## src/rtl/fb_fetch_pkg.sv

```systemverilog
// fb_fetch_pkg: shared definitions for the frame-buffer fetch engine.
// Holds the fetch FSM state encoding, the FIFO entry layout (33 bits:
// start-of-frame flag on top of a 32-bit pixel word) and the RGB field
// offsets inside a memory word.
package fb_fetch_pkg;

    typedef enum logic [1:0] {
        ST_IDLE  = 2'd0,
        ST_CHECK = 2'd1,
        ST_REQ   = 2'd2,
        ST_DATA  = 2'd3
    } fetch_state_e;

    // FIFO entry: {sof, pixel[31:0]}
    localparam int unsigned FIFO_W  = 33;
    localparam int unsigned PIX_W   = 32;
    localparam int unsigned SOF_BIT = 32;

    // Pixel word layout {8'h0, R, G, B}
    localparam int unsigned B_LSB = 0;
    localparam int unsigned G_LSB = 8;
    localparam int unsigned R_LSB = 16;

    // Builds a FIFO entry; the top byte of the pixel word is always zero.
    function automatic logic [FIFO_W-1:0] pack_entry(input logic       sof,
                                                     input logic [7:0] r,
                                                     input logic [7:0] g,
                                                     input logic [7:0] b);
        logic [FIFO_W-1:0] e;
        e              = '0;
        e[SOF_BIT]     = sof;
        e[R_LSB +: 8]  = r;
        e[G_LSB +: 8]  = g;
        e[B_LSB +: 8]  = b;
        return e;
    endfunction

endpackage

```

## src/rtl/fb_fetch_fifo.sv

```systemverilog
// fb_fetch_fifo: synchronous first-word-fall-through FIFO.
// Storage RAM plus a registered head entry. A write at edge N becomes
// visible on dout_o (with empty_o low) after edge N+1; a pop at edge N
// presents the next stored entry right after edge N.
// Ports:
//   clk_i, rst_ni    clock, asynchronous active-low reset
//   wr_en_i, din_i   push one entry
//   rd_en_i          pop head entry (ignored while empty)
//   dout_o           head entry (registered, zero after reset)
//   empty_o          no head entry available
//   count_o          total entries held (RAM + head)
module fb_fetch_fifo
    import fb_fetch_pkg::*;
#(
    parameter int unsigned DEPTH = 64,
    parameter int unsigned WIDTH = FIFO_W,
    localparam int unsigned AW    = (DEPTH > 1) ? $clog2(DEPTH) : 1,
    localparam int unsigned CNT_W = $clog2(DEPTH) + 1
) (
    input  logic             clk_i,
    input  logic             rst_ni,
    input  logic             wr_en_i,
    input  logic [WIDTH-1:0] din_i,
    input  logic             rd_en_i,
    output logic [WIDTH-1:0] dout_o,
    output logic             empty_o,
    output logic [CNT_W-1:0] count_o
);

    logic [WIDTH-1:0] mem_q [DEPTH];
    logic [AW-1:0]    wr_ptr_q;
    logic [AW-1:0]    rd_ptr_q;
    logic [CNT_W-1:0] ram_cnt_q;
    logic [CNT_W-1:0] ram_cnt_d;
    logic [WIDTH-1:0] head_q;
    logic             head_vld_q;
    logic             head_vld_d;
    logic             pop;
    logic             load;

    // The head register refills from RAM whenever it is empty or being
    // popped; an entry written this cycle is not yet in ram_cnt_q, which
    // gives the one-cycle write-to-visible latency.
    always_comb begin
        pop        = rd_en_i && head_vld_q;
        load       = (!head_vld_q || pop) && (ram_cnt_q != '0);
        ram_cnt_d  = ram_cnt_q + CNT_W'(wr_en_i) - CNT_W'(load);
        head_vld_d = load || (head_vld_q && !pop);
    end

    always_ff @(posedge clk_i) begin
        if (wr_en_i) begin
            mem_q[wr_ptr_q] <= din_i;
        end
    end

    always_ff @(posedge clk_i or negedge rst_ni) begin
        if (!rst_ni) begin
            wr_ptr_q   <= '0;
            rd_ptr_q   <= '0;
            ram_cnt_q  <= '0;
            head_q     <= '0;
            head_vld_q <= 1'b0;
        end else begin
            if (wr_en_i) begin
                wr_ptr_q <= wr_ptr_q + AW'(1);
            end
            if (load) begin
                head_q   <= mem_q[rd_ptr_q];
                rd_ptr_q <= rd_ptr_q + AW'(1);
            end
            ram_cnt_q  <= ram_cnt_d;
            head_vld_q <= head_vld_d;
        end
    end

    assign dout_o  = head_q;
    assign empty_o = !head_vld_q;
    assign count_o = ram_cnt_q + CNT_W'(head_vld_q);

endmodule

```

## src/rtl/fb_fetch.sv

```systemverilog
// fb_fetch: frame-buffer fetch engine feeding the FRC pixel port.
// Walks the frame buffer once per triggered frame with fixed-length read
// bursts (optionally interleaving upper/lower half rows for dual-scan
// panels), buffers the returned words in a FWFT FIFO and presents them
// with an empty/read-enable handshake.
// Ports:
//   clk, rst             clock, asynchronous active-low reset
//   trigger              frame enable, sampled in IDLE only
//   mem_req, mem_addr    burst request and start word address
//   mem_gnt              request accepted
//   mem_valid, mem_data  returned data beat {8'h0,R,G,B}
//   pix_data, pix_sof    head pixel and its start-of-frame flag
//   pix_empty, pix_re    FIFO empty / pop
//   busy                 frame fetch in progress
//   underrun             sticky: pop attempted while empty
module fb_fetch
    import fb_fetch_pkg::*;
#(
    parameter int unsigned       H_PIX      = 640,
    parameter int unsigned       V_LINES    = 480,
    parameter int unsigned       DUAL_SCAN  = 1,
    parameter int unsigned       ADDR_W     = 24,
    parameter logic [ADDR_W-1:0] BASE_ADDR  = '0,
    parameter int unsigned       BURST      = 16,
    parameter int unsigned       FIFO_DEPTH = 64
) (
    input  logic              clk,
    input  logic              rst,
    input  logic              trigger,
    output logic              mem_req,
    output logic [ADDR_W-1:0] mem_addr,
    input  logic              mem_gnt,
    input  logic              mem_valid,
    input  logic [31:0]       mem_data,
    output logic [31:0]       pix_data,
    output logic              pix_sof,
    output logic              pix_empty,
    input  logic              pix_re,
    output logic              busy,
    output logic              underrun
);

    localparam int unsigned NBURST = H_PIX / BURST;
    localparam int unsigned NLINE  = (DUAL_SCAN != 0) ? (V_LINES / 2) : V_LINES;
    localparam int unsigned B_W    = (NBURST > 1) ? $clog2(NBURST) : 1;
    localparam int unsigned L_W    = (NLINE > 1) ? $clog2(NLINE) : 1;
    localparam int unsigned BT_W   = (BURST > 1) ? $clog2(BURST) : 1;
    localparam int unsigned CNT_W  = $clog2(FIFO_DEPTH) + 1;

    localparam logic [ADDR_W-1:0] H_STEP     = ADDR_W'(H_PIX);
    localparam logic [ADDR_W-1:0] BURST_STEP = ADDR_W'(BURST);
    localparam logic [ADDR_W-1:0] HALF_OFS   = ADDR_W'((V_LINES / 2) * H_PIX);

    fetch_state_e      state_q;
    logic [B_W-1:0]    b_q;
    logic [L_W-1:0]    l_q;
    logic              phase_q;
    logic [BT_W-1:0]   beat_q;
    logic              sof_q;
    logic              mem_req_q;
    logic [ADDR_W-1:0] mem_addr_q;
    logic              busy_q;
    logic              underrun_q;

    logic [ADDR_W-1:0] addr_d;
    logic              room;
    logic              beat_last;
    logic              col_adv;
    logic              frame_end;
    logic              fifo_wr;
    logic [FIFO_W-1:0] fifo_din;
    logic [FIFO_W-1:0] fifo_dout;
    logic              fifo_empty;
    logic [CNT_W-1:0]  fifo_cnt;
    logic              unused_hi;

    // Burst start address; the lower-half burst of a dual-scan pair sits
    // half a frame further on. Wraps modulo 2^ADDR_W.
    always_comb begin
        addr_d = BASE_ADDR + ADDR_W'(l_q) * H_STEP + ADDR_W'(b_q) * BURST_STEP;
        if ((DUAL_SCAN != 0) && phase_q) begin
            addr_d = addr_d + HALF_OFS;
        end
    end

    always_comb begin
        room      = (fifo_cnt <= CNT_W'(FIFO_DEPTH - BURST));
        beat_last = (beat_q == BT_W'(BURST - 1));
        // In dual-scan the column only moves on after the lower-half burst.
        col_adv   = (DUAL_SCAN != 0) ? phase_q : 1'b1;
        frame_end = col_adv && (b_q == B_W'(NBURST - 1)) && (l_q == L_W'(NLINE - 1));
        fifo_wr   = (state_q == ST_DATA) && mem_valid;
        fifo_din  = pack_entry(sof_q, mem_data[R_LSB +: 8], mem_data[G_LSB +: 8],
                               mem_data[B_LSB +: 8]);
    end

    assign unused_hi = ^mem_data[31:24];

    always_ff @(posedge clk or negedge rst) begin
        if (!rst) begin
            state_q    <= ST_IDLE;
            b_q        <= '0;
            l_q        <= '0;
            phase_q    <= 1'b0;
            beat_q     <= '0;
            sof_q      <= 1'b0;
            mem_req_q  <= 1'b0;
            mem_addr_q <= '0;
            busy_q     <= 1'b0;
        end else begin
            case (state_q)
                ST_IDLE: begin
                    if (trigger) begin
                        b_q     <= '0;
                        l_q     <= '0;
                        phase_q <= 1'b0;
                        sof_q   <= 1'b1;
                        busy_q  <= 1'b1;
                        state_q <= ST_CHECK;
                    end
                end
                ST_CHECK: begin
                    if (room) begin
                        mem_req_q  <= 1'b1;
                        mem_addr_q <= addr_d;
                        state_q    <= ST_REQ;
                    end
                end
                ST_REQ: begin
                    if (mem_gnt) begin
                        mem_req_q <= 1'b0;
                        beat_q    <= '0;
                        state_q   <= ST_DATA;
                    end
                end
                ST_DATA: begin
                    if (mem_valid) begin
                        sof_q  <= 1'b0;
                        beat_q <= beat_q + BT_W'(1);
                        if (beat_last) begin
                            if (DUAL_SCAN != 0) begin
                                phase_q <= !phase_q;
                            end
                            if (col_adv) begin
                                if (b_q == B_W'(NBURST - 1)) begin
                                    b_q <= '0;
                                    l_q <= l_q + L_W'(1);
                                end else begin
                                    b_q <= b_q + B_W'(1);
                                end
                            end
                            if (frame_end) begin
                                busy_q  <= 1'b0;
                                state_q <= ST_IDLE;
                            end else begin
                                state_q <= ST_CHECK;
                            end
                        end
                    end
                end
                default: state_q <= ST_IDLE;
            endcase
        end
    end

    always_ff @(posedge clk or negedge rst) begin
        if (!rst) begin
            underrun_q <= 1'b0;
        end else if (pix_re && fifo_empty) begin
            underrun_q <= 1'b1;
        end
    end

    fb_fetch_fifo #(
        .DEPTH (FIFO_DEPTH),
        .WIDTH (FIFO_W)
    ) u_fifo (
        .clk_i   (clk),
        .rst_ni  (rst),
        .wr_en_i (fifo_wr),
        .din_i   (fifo_din),
        .rd_en_i (pix_re),
        .dout_o  (fifo_dout),
        .empty_o (fifo_empty),
        .count_o (fifo_cnt)
    );

    assign mem_req   = mem_req_q;
    assign mem_addr  = mem_addr_q;
    assign pix_data  = fifo_dout[PIX_W-1:0];
    assign pix_sof   = fifo_dout[SOF_BIT];
    assign pix_empty = fifo_empty;
    assign busy      = busy_q;
    assign underrun  = underrun_q;

endmodule

```

## config.mk

```make
export PLATFORM = sky130hd
export DESIGN_NAME = fb_fetch
export DESIGN_NICKNAME = d
export VERILOG_FILES = /design/src/rtl/fb_fetch_pkg.sv /design/src/rtl/fb_fetch_fifo.sv /design/src/rtl/fb_fetch.sv
export SDC_FILE = /design/constraint.sdc
export NUM_CORES = 2
export LEC_CHECK = 0
export CAP_MARGIN = 0
export CORE_MARGIN = 2
export CORE_UTILIZATION = 62
export DETAILED_ROUTE_END_ITERATION = 10
export HOLD_SLACK_MARGIN = 0.03
export PLACE_DENSITY = 0.79
export SYNTH_ARGS = -nofsm -noshare
export SYNTH_HDL_FRONTEND = slang
export SYNTH_SLANG_ARGS = --single-unit
```

## constraint.sdc

```tcl
create_clock -name clk -period 4.76 [get_ports clk]
set_input_delay 0.952 -clock clk [delete_from_list [all_inputs] [get_ports clk]]
set_output_delay 0.952 -clock clk [all_outputs]
set_load 0.005 [all_outputs]
```

== Yosys cells after proc, flatten, opt, wreduce, memory -nomap -nowiden ==
Memories as Yosys holds them, arrays and structs flattened. A register that Yosys moved wholly into a read port is not among the register bits.
Cells that the tools add are included.

* Bits of input ports: 38
* Bits in latches: 0
* Register bits after elaboration: 102
* Output and inout bits: 61
* RAM bits: 1600
* Memory bits (read-only): 0
* Memories: 1
* Logic and storage cells: 108

{| class="wikitable"
|+ Memory list
! memory !! words !! bits a word !! rd ports !! clocked after memory_dff !! write ports !! RTL line !! RTL
|-
| u_fifo.mem_q || 64 || 25 || 1 || 1 || 1 || fb_fetch_fifo.sv:30 || <nowiki>logic [WIDTH-1:0] mem_q [DEPTH];</nowiki>
|}

* Reduce and logical (&&, ||, !) cells: 27
* Divide/modulo/power cells: 0
* Muxes and demuxes: 39
* Magnitude comparators: 1
* Multiply operators: 1
* Shift-type cells: 0
* Eq/ne operators: 14
* Add/subtract/negate cells: 10
* Bitwise gates (word level): 0

{| class="wikitable"
|+ Operators with widths
! operator !! number
|-
| 8-bit two-way mux || 5
|-
| 6-bit two-way mux || 5
|-
| 24-bit two-way mux || 1
|-
| 19-bit by 18-bit adder with 20-bit output, second input constant || 1
|-
| 18-bit by 10-bit adder with 19-bit output || 1
|-
| 6-bit by 1-bit adder with 6-bit output, second input constant || 3
|-
| 2-bit != test, second input constant || 8
|-
| 8-bit one-hot mux with 2 select lines || 1
|-
| 5-bit AND reduction || 3
|-
| 7-bit by 1-bit adder with 7-bit output || 2
|-
| 1-bit two-way mux || 13
|-
| 6-bit one-hot mux with 2 select lines || 1
|-
| 8-bit by 3-bit multiplier with 11-bit output, second input constant || 1
|-
| 2-bit two-way mux || 5
|-
| 3-bit AND reduction || 3
|-
| 8-bit by 1-bit adder with 8-bit output, second input constant || 1
|-
| 8-bit == test, second input constant || 1
|-
| 4-bit two-way mux || 2
|-
| 1-bit one-hot mux with 2 select lines || 4
|-
| 2-bit one-hot mux with 4 select lines || 1
|-
| 4-bit one-hot mux with 2 select lines || 1
|-
| 7-bit by 6-bit <= comparator with 1-bit output, second input constant || 1
|-
| 1-bit logical AND || 7
|-
| 7-bit nonzero test || 1
|-
| 13 further kinds || 20
|}

== Longest topological paths before layout ==
* Depth in word-level cells: 7
* Depth in mapped cells: 19
* Depth with buffers taken out: 18

== Modules after synthesis ==
Synthesis repeated with hierarchy kept, for this count alone.

* Cell total of the unflattened synthesis: 4158
* Area, all modules: 86105.1 um2

{| class="wikitable"
|+ By module, submodules not included
! module !! cells each !! times used !! sequential area each (um2) !! area each (um2)
|-
| fb_fetch_fifo || 3841 || 1 || 64747.1 || 83193.5
|-
| fb_fetch || 317 || 1 || 1026.0 || 2911.5
|}

== Worst setup path after synthesis ==
No wires, ideal clock.

* Kind: input to register
* From: input port mem_valid
* To: memory u_fifo.mem_q[55][0] (netlist bit), enable pin
* Stages on the path: 5
* Data required time: 4322 ps
* Slack: 821 ps
* Data arrival time: 3501 ps
* Buffers on the path: 2
* Library setup time: 438 ps
* Cell sequence: clkbuf_1 -> and3_1 -> nand3_1 -> clkbuf_1 -> nor3_1

* Word-level cells in the longest chain between the ends: 3

{| class="wikitable"
|+ Ends and longest elaborated chain
! element !! RTL line !! RTL
|-
| from (decl) || fb_fetch.sv:33 || <nowiki>input logic mem_valid,</nowiki>
|-
| 1-bit logical AND || fb_fetch.sv:92 || <nowiki>fifo_wr = (state_q == ST_DATA) && mem_valid;</nowiki>
|-
| 1-bit two-way mux || fb_fetch_fifo.sv:52 || <nowiki>if (wr_en_i) begin</nowiki>
|-
| 1-bit two-way mux (implied by the code) || fb_fetch_fifo.sv:53 || <nowiki>mem_q[wr_ptr_q] <= din_i;</nowiki>
|-
| to (decl) || fb_fetch_fifo.sv:30 ||
|}

Every way passes these cells.

== Worst setup path in the final report ==
* From: register l_q[3]
* To: register mem_addr_q[18] (netlist: mem_addr[18])

* Word-level cells in the longest chain between the ends: 4

{| class="wikitable"
|+ Ends and longest elaborated chain
! element !! RTL line !! RTL
|-
| from (decl) || fb_fetch.sv:56 || <nowiki>logic [L_W-1:0] l_q;</nowiki>
|-
| from (signal assigned) || fb_fetch.sv:147 || <nowiki>l_q <= l_q + L_W'(1);</nowiki>
|-
| 8-bit by 3-bit multiplier with 11-bit output (*) || fb_fetch.sv:80 || <nowiki>addr_d = BASE_ADDR + ADDR_W'(l_q) * H_STEP + ADDR_W'(b_q) * BURST_STEP;</nowiki>
|-
| 18-bit by 10-bit adder with 19-bit output (*) || fb_fetch.sv:80 ||
|-
| 19-bit by 18-bit adder with 20-bit output || fb_fetch.sv:82 || <nowiki>addr_d = addr_d + HALF_OFS;</nowiki>
|-
| 24-bit two-way mux (*) || fb_fetch.sv:81 || <nowiki>if ((DUAL_SCAN != 0) && phase_q) begin</nowiki>
|-
| to (signal assigned) || fb_fetch.sv:125 || <nowiki>mem_addr_q <= addr_d;</nowiki>
|-
| to (decl) || fb_fetch.sv:61 || <nowiki>logic [ADDR_W-1:0] mem_addr_q;</nowiki>
|}

Mark *: on every way between the ends. The rest lies on a longest branch, timed or not.
A chain may end at the register's enable or synchronous reset.

==> impl_metrics.toml <==
[cts]
clock_latency_ns = 0.78
cts_buffers = 157
cts_hold_buffers = 0
clk_pin_slew_ns = 0.07
cts_max_path_buffers = 3
ctsResizeCount = 0
cts-root-buf = "clkbuf_16"
h-tree-depth = 4
clock_sinks = 1686
cts_tree = "yes"
cts_setup_buffers = 0

[pwr]
p_comb_frac = 0.288
p_int_w = 0.02884
p_total_w = 0.04188
pwr_density_cell_nw_per_um2 = 561.4
p_switching_w = 0.01303
p_seq_frac = 0.422
sw_frac_of_total = 0.3112
p_leak_nw = 24.11
clock_power_share = 0.290
peakVddDrop_v = 0.0004755

[final_layout]
final_cell_mix = "edfxtp_1 (1600), mux4_2 (400), clkbuf_16 (160)"
drive_above_1_share = 0.2734
area_growth_pct = 11.98
final_common_cell = "edfxtp_1"
final_core_util = 0.6988
finalNetCount = 3488

[timing]
tightest_slew_ns = 1.299
skew_ns = 0.03064
hold_viol = 0
relSlewSlack = 0.1341
final.min_clock_period_ns = 3.542
fin_tns_setup_ns = 0
max_freq_mhz = 282.3
setup_viol = 0
rsz0062_at_grt = "false"
finalCritPeriodShare = 0.7442
drv_slew = 0

[min_path]
holdCritPathClass = "primary input to async pin"

[die]
initial_core_util = 0.6240
num_rows = 120
die_w_um = 331.8
fp.coreArea_um2 = 106800
io_pins = 99
dieArea_um2 = 110100
die-height_um = 331.8

[detailed_routing]
top_layer = "met5"
met3_length_um = 21280
dr_total_vias = 34349
drt-pass1-iter-count = 7
final_antenna_net_count = 0
drt_iter0_drc = 5476
drt_wl_total_um = 165500
remaining_drc_errors = 0
met1_length_um = 59350
vias_per_cell = 6.946
route.met2.wl_um = 78210
routedWlPerCell_um = 33.46

[global_routing]
grt_pass1_wl_um = 238700
grt_pass1_vias = 34226
gr-total-overflow = 0
antenna_found_initial = 10
track_usage = 0.3037
grt_max_degree = 83

[run_status]
status = "completed"

[synth]
synth_flop_cell = "edfxtp_1"
synthCells = 3204
synth.distinct_cells = 69
synthArstFlopShare = 0.05101
synth_area_per_cell_um2 = 20.79
seq_area_frac_synth = 0.7536
synth_area_um2 = 66620
ys_warn_count = 0
synth-edff-count = 1600
ys_seq_elements = 1686

[place]
post-dp-hpwl_um = 91090
gp_congestion = 0.8546
numPortBuffers = 74

[critical_path]
worstPathCellList = "ha_1 -> ha_1 -> fa_1 -> a211oi_1 -> nor2_1 -> or2_1 -> or4_1 -> and2_4 -> o31a_1 -> o31ai_2"
cp-start-kind = "register"
setup.worst_path.end_class = "register"
worst_path_max_delay_cell = "or4_1"
max_stage_delay_ns = 0.55
crit_required_ns = 5.44
crit_type = "register to register"
crit_fanout = 6
cp_common_cell = "ha_1"
crit_arrival_ns = 4.22
r2r_slack_ns = 1.22

[flow_run]
maxCapViolations = 0
## per-layer routing
metal / vias up / global-route usage
met5: - / 0
met4: 12 / 0.1167
met3: 427 / 0.08185
met2: 2667 / 0.4690
met1: 17629 / 0.4219
li1: 13614 / -
## per-stage QoR
stage	hold slack, ns	worst slack (ns)	instance area (um^2)	std cells
5_1_grt	0.2788	1.022	74590	4940
3_5_place_dp	0.4502	1.116	69640	4651
2_1_floorplan	0.4510	0.8206	66670	3219
3_3_place_gp	0.4394	1.003	69640	4651
6_report	0.2266	1.218	74600	4945
4_1_cts	0.2162	1.234	74590	4940
## final cells by class
type,instances,area [um^2]
fillers,5933,32150
inverters,28,105.1
clock buffers,193,4148
well taps,1403,1755
multi-input cells,1325,15760
diodes,5,12.51
flip-flops and latches,1686,50220
repair buffers,209,1807
clock inverters,96,797.0
## cells in the mapped netlist (3+ instances only)
| cell | n | area, um^2 |
|---|---|---|
| mux4_2 | 400 | 9009 |
| edfxtp_1 | 1600 | 48050 |
| nor2b_1 | 7 | 43.79 |
| nand2b_1 | 6 | 37.54 |
| o21bai_1 | 4 | 30.03 |
| nand3_1 | 88 | 440.4 |
| xnor2_1 | 26 | 227.7 |
| nor3b_1 | 3 | 22.52 |
| a21oi_1 | 61 | 305.3 |
| buf_2 | 42 | 210.2 |
| mux2_2 | 106 | 1194 |
| o31ai_1 | 4 | 30.03 |
| nor2_1 | 88 | 330.3 |
| mux2i_1 | 102 | 1021 |
| buf_1 | 27 | 101.4 |
| a21boi_0 | 50 | 375.4 |
| nand4_1 | 12 | 75.07 |
| nand2_1 | 84 | 315.3 |
| or3_1 | 4 | 25.02 |
| a211oi_1 | 5 | 37.54 |
| nor3_1 | 8 | 40.04 |
| and2_1 | 4 | 25.02 |
| o21ai_0 | 83 | 415.4 |
| xor2_1 | 13 | 113.9 |
| o21ai_1 | 3 | 15.01 |
| fa_1 | 3 | 60.06 |
| a22oi_1 | 50 | 375.4 |
| dfrtp_1 | 86 | 2152 |
| ha_1 | 40 | 500.5 |
| a21o_1 | 4 | 30.03 |
| a31oi_1 | 3 | 18.77 |
| buf_4 | 16 | 120.1 |
| clkbuf_1 | 95 | 356.6 |
| or2_2 | 3 | 18.77 |
| and3_1 | 7 | 43.79 |
| inv_1 | 27 | 101.4 |
## kinds of logic after synthesis
kind of cell,Yosys count,share of synthesized area
flops,1686,0.7536
mux,608,0.1685
simple gates,323,0.02245
compound gates,296,0.02851
buf+inv,208,0.01341
fa+ha+maj,43,0.008415
xor+xnor,39,0.005128
other cells,1,0.00005629
## registers in the layout, indices dropped and copies added (netlist names), 2 cells and up
| signal | cells |
|---|---|
| mem_addr | 16 |
| b_q | 6 |
| u_fifo.dout_o | 25 |
| u_fifo.wr_ptr_q | 6 |
| state_q | 2 |
| l_q | 8 |
| u_fifo.ram_cnt_q | 7 |
| beat_q | 4 |
| u_fifo.mem_q | 1600 |
| u_fifo.rd_ptr_q | 6 |
## worst paths after layout
check / start / to / cells after the start
max: l_q[3] / mem_addr[18] / 10
min: rst / mem_addr[16] / 1
max reg2reg: l_q[3] / mem_addr[18] / 10
min reg2reg: underrun / underrun / 1
max in group asynchronous: rst / u_fifo.rd_ptr_q[3] / 2
min in group clk: mem_data[21] / u_fifo.mem_q[28][21] / 1
## critical path: cells and delay by family, from the launching register on
kind | cells | cell delay, ns
compound gates | 3 | 0.81
fa+ha+maj | 3 | 1.03
flops | 1 | 0.46
simple gates | 4 | 1.17
## power groups by stage
stage / clock (W) / sequential [W] / combinational [W]
after floorplan: 0 / 0.0172 / 0.00820
after global placement: 0 / 0.0179 / 0.0114
after detailed placement: 0 / 0.0179 / 0.0117
after CTS: 0.0122 / 0.0176 / 0.0120
after global routing: 0.0127 / 0.0177 / 0.0127
final: 0.0121 / 0.0177 / 0.0121
Power figures use the tool's default switching activity.
